[src/rtl/tile_spawn_ctrl_pkg.sv]
// Shared types and constants for the 2048 tile spawner.
// Board geometry, tile codes and FSM state encoding.
package tile_pkg;

  localparam int N_CELLS = 16;
  localparam int POS_W   = 4;
  localparam int VAL_W   = 4;

  localparam logic [VAL_W-1:0] TILE_2 = 4'd1;
  localparam logic [VAL_W-1:0] TILE_4 = 4'd2;

  localparam logic [POS_W-1:0] LAST_CNT =
    POS_W'(N_CELLS - 1);

  typedef enum logic [2:0] {
    S_IDLE,
    S_SCAN,
    S_WRITE,
    S_DONE,
    S_FULL
  } state_e;

  function automatic logic [POS_W-1:0] pos_inc(
    input logic [POS_W-1:0] p
  );
    return p + 1'b1;
  endfunction

endpackage

[src/rtl/tile_spawn_ctrl_if.sv]
// Request / board-write bundle between the move engine,
// the randomizer, the board file and the spawner.
interface tile_spawn_ctrl_if;
  import tile_pkg::*;

  logic               spawn_req;
  logic               init_req;
  logic [POS_W-1:0]   rand_pos;
  logic [N_CELLS-1:0] occupancy;
  logic               busy;
  logic               wr_en;
  logic [POS_W-1:0]   wr_pos;
  logic [VAL_W-1:0]   wr_val;
  logic               done;
  logic               board_full;
  logic               req_drop;

  modport master (
    output spawn_req,
    output init_req,
    output rand_pos,
    output occupancy,
    input  busy,
    input  wr_en,
    input  wr_pos,
    input  wr_val,
    input  done,
    input  board_full,
    input  req_drop
  );

  modport slave (
    input  spawn_req,
    input  init_req,
    input  rand_pos,
    input  occupancy,
    output busy,
    output wr_en,
    output wr_pos,
    output wr_val,
    output done,
    output board_full,
    output req_drop
  );

endinterface

[src/rtl/tile_spawn_ctrl_lfsr.sv]
// 8-bit Fibonacci LFSR, x^8+x^6+x^5+x^4+1.
// Maximal length, so it never reaches 0 from a nonzero seed.
module spawn_lfsr #(
  parameter logic [7:0] SEED = 8'hA5
) (
  input  logic       clk,
  input  logic       rst_n,
  output logic [7:0] lfsr_o
);

  logic [7:0] lfsr_q;
  logic [7:0] lfsr_d;
  logic       fb;

  always_comb begin
    fb     = lfsr_q[7] ^ lfsr_q[5]
           ^ lfsr_q[4] ^ lfsr_q[3];
    lfsr_d = {lfsr_q[6:0], fb};
  end

  always_ff @(posedge clk or negedge rst_n) begin
    if (!rst_n) lfsr_q <= SEED;
    else        lfsr_q <= lfsr_d;
  end

  assign lfsr_o = lfsr_q;

endmodule

[src/rtl/tile_spawn_ctrl.sv]
// New-tile placement sequencer for the 4x4 board.
// Snapshot, forward scan with wrap, one write per tile.
module tile_spawn_ctrl
  import tile_pkg::*;
#(
  parameter int         FOUR_THRESH = 2,
  parameter logic [7:0] LFSR_SEED   = 8'hA5
) (
  input  logic                clk,
  input  logic                rst_n,
  tile_spawn_ctrl_if.slave    bus
);

  localparam logic [3:0] THR = 4'(FOUR_THRESH);

  logic [7:0] lfsr;

  spawn_lfsr #(
    .SEED (LFSR_SEED)
  ) u_lfsr (
    .clk    (clk),
    .rst_n  (rst_n),
    .lfsr_o (lfsr)
  );

  state_e             state_q, state_d;
  logic [POS_W-1:0]   idx_q,   idx_d;
  logic [POS_W-1:0]   cnt_q,   cnt_d;
  logic [1:0]         rem_q,   rem_d;
  logic [N_CELLS-1:0] snap_q,  snap_d;

  logic               busy_q,  busy_d;
  logic               wr_en_q, wr_en_d;
  logic [POS_W-1:0]   wr_pos_q, wr_pos_d;
  logic [VAL_W-1:0]   wr_val_q, wr_val_d;
  logic               done_q,  done_d;
  logic               full_q,  full_d;
  logic               drop_q,  drop_d;

  logic               req;

  always_comb begin
    req     = bus.spawn_req | bus.init_req;
    state_d = state_q;
    idx_d   = idx_q;
    cnt_d   = cnt_q;
    rem_d   = rem_q;
    snap_d  = snap_q;

    unique case (state_q)
      S_IDLE: begin
        if (req) begin
          idx_d   = bus.rand_pos;
          snap_d  = bus.occupancy;
          rem_d   = bus.init_req ? 2'd2 : 2'd1;
          cnt_d   = '0;
          state_d = S_SCAN;
        end
      end
      S_SCAN: begin
        if (!snap_q[idx_q]) begin
          state_d = S_WRITE;
        end else if (cnt_q == LAST_CNT) begin
          state_d = S_FULL;
        end else begin
          idx_d = pos_inc(idx_q);
          cnt_d = cnt_q + 1'b1;
        end
      end
      S_WRITE: begin
        snap_d[idx_q] = 1'b1;
        rem_d         = rem_q - 2'd1;
        if (rem_q == 2'd2) begin
          idx_d   = bus.rand_pos;
          cnt_d   = '0;
          state_d = S_SCAN;
        end else begin
          state_d = S_DONE;
        end
      end
      S_DONE:  state_d = S_IDLE;
      S_FULL:  state_d = S_IDLE;
      default: state_d = S_IDLE;
    endcase
  end

  // Outputs are registered from the next state so they
  // line up with the state they describe.
  always_comb begin
    busy_d   = (state_d != S_IDLE);
    wr_en_d  = (state_d == S_WRITE);
    wr_pos_d = '0;
    wr_val_d = '0;
    if (state_d == S_WRITE) begin
      wr_pos_d = idx_d;
      wr_val_d = (lfsr[3:0] < THR) ? TILE_4 : TILE_2;
    end
    done_d = (state_d == S_DONE) ||
             (state_d == S_FULL);
    full_d = (state_d == S_FULL);
    drop_d = req && (state_q != S_IDLE);
  end

  always_ff @(posedge clk or negedge rst_n) begin
    if (!rst_n) begin
      state_q  <= S_IDLE;
      idx_q    <= '0;
      cnt_q    <= '0;
      rem_q    <= '0;
      snap_q   <= '0;
      busy_q   <= 1'b0;
      wr_en_q  <= 1'b0;
      wr_pos_q <= '0;
      wr_val_q <= '0;
      done_q   <= 1'b0;
      full_q   <= 1'b0;
      drop_q   <= 1'b0;
    end else begin
      state_q  <= state_d;
      idx_q    <= idx_d;
      cnt_q    <= cnt_d;
      rem_q    <= rem_d;
      snap_q   <= snap_d;
      busy_q   <= busy_d;
      wr_en_q  <= wr_en_d;
      wr_pos_q <= wr_pos_d;
      wr_val_q <= wr_val_d;
      done_q   <= done_d;
      full_q   <= full_d;
      drop_q   <= drop_d;
    end
  end

  assign bus.busy       = busy_q;
  assign bus.wr_en      = wr_en_q;
  assign bus.wr_pos     = wr_pos_q;
  assign bus.wr_val     = wr_val_q;
  assign bus.done       = done_q;
  assign bus.board_full = full_q;
  assign bus.req_drop   = drop_q;

endmodule

[src/flat_wrapper.sv]
// flat-port wrapper written by rule: the top's interface ports become plain ports
module tile_spawn_ctrl_flat import tile_pkg::*;
#(
  parameter int         FOUR_THRESH = 2,
  parameter logic [7:0] LFSR_SEED   = 8'hA5
)
  (clk, rst_n, bus_spawn_req, bus_init_req, bus_rand_pos, bus_occupancy, bus_busy, bus_wr_en, bus_wr_pos, bus_wr_val, bus_done, bus_board_full, bus_req_drop);
  tile_spawn_ctrl_if bus_i ();
  input  logic clk;
  input  logic rst_n;
  input wire logic [$bits(bus_i.spawn_req)-1:0] bus_spawn_req;
  input wire logic [$bits(bus_i.init_req)-1:0] bus_init_req;
  input wire logic [$bits(bus_i.rand_pos)-1:0] bus_rand_pos;
  input wire logic [$bits(bus_i.occupancy)-1:0] bus_occupancy;
  output wire logic [$bits(bus_i.busy)-1:0] bus_busy;
  output wire logic [$bits(bus_i.wr_en)-1:0] bus_wr_en;
  output wire logic [$bits(bus_i.wr_pos)-1:0] bus_wr_pos;
  output wire logic [$bits(bus_i.wr_val)-1:0] bus_wr_val;
  output wire logic [$bits(bus_i.done)-1:0] bus_done;
  output wire logic [$bits(bus_i.board_full)-1:0] bus_board_full;
  output wire logic [$bits(bus_i.req_drop)-1:0] bus_req_drop;
  assign bus_i.spawn_req = bus_spawn_req;
  assign bus_i.init_req = bus_init_req;
  assign bus_i.rand_pos = bus_rand_pos;
  assign bus_i.occupancy = bus_occupancy;
  assign bus_busy = bus_i.busy;
  assign bus_wr_en = bus_i.wr_en;
  assign bus_wr_pos = bus_i.wr_pos;
  assign bus_wr_val = bus_i.wr_val;
  assign bus_done = bus_i.done;
  assign bus_board_full = bus_i.board_full;
  assign bus_req_drop = bus_i.req_drop;
  tile_spawn_ctrl #(.FOUR_THRESH(FOUR_THRESH), .LFSR_SEED(LFSR_SEED)) u_core (.clk(clk), .rst_n(rst_n), .bus(bus_i));
endmodule
[config.mk]
export PLATFORM = sky130hd
export DESIGN_NAME = tile_spawn_ctrl_flat
export DESIGN_NICKNAME = d
export VERILOG_FILES = /design/src/rtl/tile_spawn_ctrl_pkg.sv /design/src/rtl/tile_spawn_ctrl_if.sv /design/src/rtl/tile_spawn_ctrl_lfsr.sv /design/src/rtl/tile_spawn_ctrl.sv /design/src/flat_wrapper.sv
export SDC_FILE = /design/constraint.sdc
export NUM_CORES = 1
export LEC_CHECK = 0
export CAP_MARGIN = 25
export CORE_MARGIN = 8
export CORE_UTILIZATION = 45
export CTS_CLUSTER_DIAMETER = 60
export DETAILED_ROUTE_END_ITERATION = 16
export GPL_TIMING_DRIVEN = 0
export PLACE_DENSITY = 0.69
export SYNTH_ARGS = -nofsm -noshare
export SYNTH_HDL_FRONTEND = slang
export SYNTH_SLANG_ARGS = --single-unit
[constraint.sdc]
create_clock -name clk -period 5 [get_ports clk]
set_input_delay 1 -clock clk [delete_from_list [all_inputs] [get_ports clk]]
set_output_delay 1 -clock clk [all_outputs]
set_load 0.05 [all_outputs]
==> impl_metrics.csv, run 1 <==
group,metric,value,unit
clocking,root_buffer,"clkbuf_8",
logic_synthesis,yosysWarningCount,0,
clocking,cts_made_buffers,5,
global_routing,grt_pass1_vias,1774,
drt,wl_met3,303,um
drt,topRoutingLayerUsed,"met4",
pwr,fin_total_pwr,1.87,mW
setup_path,crit_fanout,10,
sta,rsz0062_at_grt,"no",
final_layout,fillCellCount,455,
final_layout,post_route_cells_drive_above_1_share,0.125,
pwr,ir_drop,0.261,mV
sta,hold_viol,0,
global_routing,grt_overflow,0,
final_layout,multi_input_area,0.00100,mm2
drt,dr_wl_met2,2.33,mm
pwr,intPower,1.09,mW
drt,wl_per_cell,15.4,um
sta,finalWorstSetupSlack,2300,ps
final_layout,antennaDiodeCount,0,
final_layout,final_common_cell,"dfrtp_1",
final_layout,syn_to_final_growth,24.3,%
pwr,p_leak,1.23,nW
final_layout,fin_nets,285,
drt,vias,1766,
logic_synthesis,synthCells,212,
sta,setup_viol,0,
drt,viasPerCell,5.42,
final_layout,most-common-layout-cells,"dfrtp_1, clkdlybuf4s50_1, nor2_1, a21oi_1, o22a_1",
setup_path,crit_chain,"clkdlybuf4s50_1 > o21ai_0 > and2_1 > clkbuf_1 > clkbuf_1 > nor2_1 > o22a_1",
pwr,p_clk_frac,0.152,
floorplanning,dieArea,0.00771,mm2
setup_path,start_kind,"input port",
logic_synthesis,syn_area_per_cell,10.9,um2
logic_synthesis,synth_flop_cell,"dfrtp_1",
logic_synthesis,ys_async_sr_fraction,1.00,
logic_synthesis,syn-cell-area,0.00232,mm2
floorplanning,start_util,0.460,
pwr,pwr-share-comb,0.536,
setup_path,crit_path_frequent_cell,"clkbuf_1",
drt,routedLengthMet1,2.33,mm
pwr,p_sw_frac,0.420,
sta,clock_skew,7.41,ps
sta,drv_slew,0,
logic_synthesis,yosysSeqAreaShare,0.520,
pwr,p_seq_frac,0.312,
setup_path,path_class,"in -> reg",
pwr,switching_power,0.786,mW
pwr,p_per_area,649,mW/mm2
drt,drc_errors,0,
sta,worstMarginPinSlew,630,ps
job,cap_violations,0,
clocking,clk_latency,310,ps
setup_path,path_buf_inv,3,
sta,timing.final.crit_share,0.539,
placed_design,place_congestion,0.899,
placed_design,place_ws,2000,ps
clocking,cts_hold_buffers,0,
worst_hold_path,min_path_type,"reg -> reg",
logic_synthesis,ys_types,47,
run_status,status,"finished, final reports clean",
setup_path,cp.required,5190,ps
drt,drtAntennaViolNets,0,
placed_design,dp.cells,318,
clocking,cts_setup_buffers,0,
sta,setup_tns,0,ps
floorplanning,top_level_ports,37,
setup_path,endpoint_kind,"flop",
setup_path,critPathArrivalTime,2890,ps
global_routing,grt_pass1_wl,8.42,mm
drt,routed_wl,5.03,mm
floorplanning,fp-row-count,26,
global_routing,grt_max_degree,30,
final_layout,final_cells,326,
logic_synthesis,ys_seq_elements,48,
final_layout,regArea,0.00121,mm2
sta,relSlewSlack,0.580,
logic_synthesis,synth_edf_count,0,
placed_design,port_buffers,34,
drt,drtIter0Drc,75,
final_layout,fin_util,0.572,
placed_design,hpwlAfterDp,3.76,mm
clocking,clockBufferDepth,2,
clocking,cts_resized,0,
floorplanning,dieHeight,87.8,um
floorplanning,die_x,87.8,um
setup_path,crit_slowest_cell,"clkdlybuf4s50_1",
global_routing,antenna_found_initial,0,
clocking,cts_max_level,2,
clocking,cts_tree,"done",
clocking,cts.sinks,48,
setup_path,cp_top_family,"buffers and inverters",
floorplanning,core,0.00504,mm2
clocking,cts.clk_slew.worst_paths,90,ps
sta,min_period,2700,ps
sta,fmax,371,MHz
global_routing,track_usage,0.140,
setup_path,slowest_delay,480,ps
drt,drtPass1Iterations,5,
## synthesized netlist by cell type, types with 2 or more instances
| library cell | count | area (um2) |
|---|---|---|
| nor4_1 | 4 | 25.0 |
| buf_6 | 2 | 22.5 |
| clkbuf_1 | 7 | 26.3 |
| o21ai_0 | 3 | 15.0 |
| o21ai_1 | 2 | 10.0 |
| inv_2 | 2 | 7.51 |
| nand2b_1 | 2 | 12.5 |
| and3_1 | 3 | 18.8 |
| buf_2 | 3 | 15.0 |
| ha_1 | 6 | 75.1 |
| mux4_2 | 3 | 67.6 |
| a221o_1 | 2 | 20.0 |
| nor2_1 | 25 | 93.8 |
| nor3_1 | 6 | 30.0 |
| a21o_1 | 2 | 15.0 |
| a21oi_1 | 16 | 80.1 |
| inv_1 | 7 | 26.3 |
| nand3_1 | 7 | 35.0 |
| xnor2_1 | 2 | 17.5 |
| nand2_1 | 12 | 45.0 |
| dfrtp_1 | 44 | 1100 |
| o22a_1 | 16 | 140 |
| and2_1 | 3 | 18.8 |
| mux2i_1 | 5 | 50.1 |
| buf_4 | 2 | 15.0 |
| a31oi_1 | 2 | 12.5 |
| dfstp_2 | 4 | 105 |
## registers in the layout (all words and copies together) (netlist names)
register and count:
u_core.bus.done 1, u_core.bus.wr_en 1, u_core.bus.wr_pos 4, u_core.state_q 3, u_core.rem_q 2, u_core.bus.req_drop 1
u_core.idx_q 4, u_core.cnt_q 4, u_core.snap_q 16, u_core.u_lfsr.lfsr_o 8, u_core.bus.wr_val 2, u_core.bus.board_full 1
u_core.bus.busy 1
## metal layers
| layer | GRT usage | vias up |
|---|---|---|
| met5 | 0 | - |
| met4 | 0.0422 | 0 |
| met3 | 0.0385 | 7 |
| met2 | 0.215 | 39 |
| met1 | 0.186 | 874 |
| li1 | - | 846 |
## cells by family (layout without fill, tap and decap cells)
logic type	after synthesis	in the layout	synth area share
compound gates	55	55	0.192
xor+xnor	3	3	0.0113
simple gates	66	66	0.133
fa+ha+maj	6	6	0.0323
other cells	1	2	0.00162
flops	48	48	0.520
mux	9	9	0.0604
buf+inv	24	67	0.0501
## through the flow
| stage | area [um2] | hold slack (ps) |
|---|---|---|
| after floorplan | 2320 | 333 |
| after global placement | 2750 | 335 |
| after detailed placement | 2770 | 371 |
| after CTS | 2880 | 389 |
| after global routing | 2880 | 395 |
| final | 2880 | 386 |
## worst paths after layout
kind | startpoint | to | slack [ps] | cells past startpoint
hold / removal | u_core.u_lfsr.lfsr_o[6]$_DFF_PN0_ | u_core.u_lfsr.lfsr_o[7]$_DFF_PN1_ | 390 | 0
min in group asynchronous | rst_n | u_core.u_lfsr.lfsr_o[4]$_DFF_PN0_ | 630 | 1
setup / recovery | bus_init_req | u_core.snap_q[5]$_DFFE_PN0P_ | 2300 | 7
setup reg to reg | u_core.rem_q[0]$_DFFE_PN0P_ | u_core.cnt_q[3]$_DFFE_PN0P_ | 2870 | 7
max in group asynchronous | rst_n | u_core.rem_q[0]$_DFFE_PN0P_ | 3860 | 2
hold reg to reg | u_core.u_lfsr.lfsr_o[6]$_DFF_PN0_ | u_core.u_lfsr.lfsr_o[7]$_DFF_PN1_ | 390 | 0
## final cells by class
type | instances | area share
timing repair buffer | 35 | 0.123
multi-input combinational | 141 | 0.348
tap | 70 | 0.0304
clock inverter | 3 | 0.0165
sequential | 48 | 0.418
inverter | 9 | 0.0117
clock buffer | 5 | 0.0239
buffer | 15 | 0.0286
## worst register-to-register path: cells and delay by family (launching register included)
kind | cells | cell delay, ps
AO/OA/AOI/OAI | 2 | 890
adder cells (fa/ha/maj) | 1 | 200
buffers and inverters | 1 | 80
flip-flops | 1 | 390
AND/OR/NAND/NOR | 3 | 470
## power by group through the flow
stage	Sequential (mW)	Combinational [mW]	Clock (mW)
after global routing	0.603	1.10	0.309
after floorplan	0.669	0.677	0
after detailed placement	0.593	1.00	0
after CTS	0.585	1.01	0.293
after global placement	0.587	0.993	0
final	0.584	1.00	0.285
No activity file was read; power rests on OpenSTA's default activity.
==> run 2: changes to the inputs <==
==> constraint.sdc (replaced) <==
create_clock -name clk -period 2.5 [get_ports clk]
set_input_delay 0.5 -clock clk [delete_from_list [all_inputs] [get_ports clk]]
set_output_delay 0.5 -clock clk [all_outputs]
set_load 0.05 [all_outputs]
==> results of run 2 <==
The final DEF is identical to that of run 1. Status: finished, final reports clean.
Main changes from that run: setup slack after placement 2000 ps -> 2.62 ps; setup slack after layout 2300 ps -> 305 ps; hold slack 386 ps -> 131 ps; register-to-register setup slack 2870 ps -> 370 ps; total power 1.87 mW -> 3.75 mW; worst IR drop on VDD 0.261 mV -> 0.522 mV
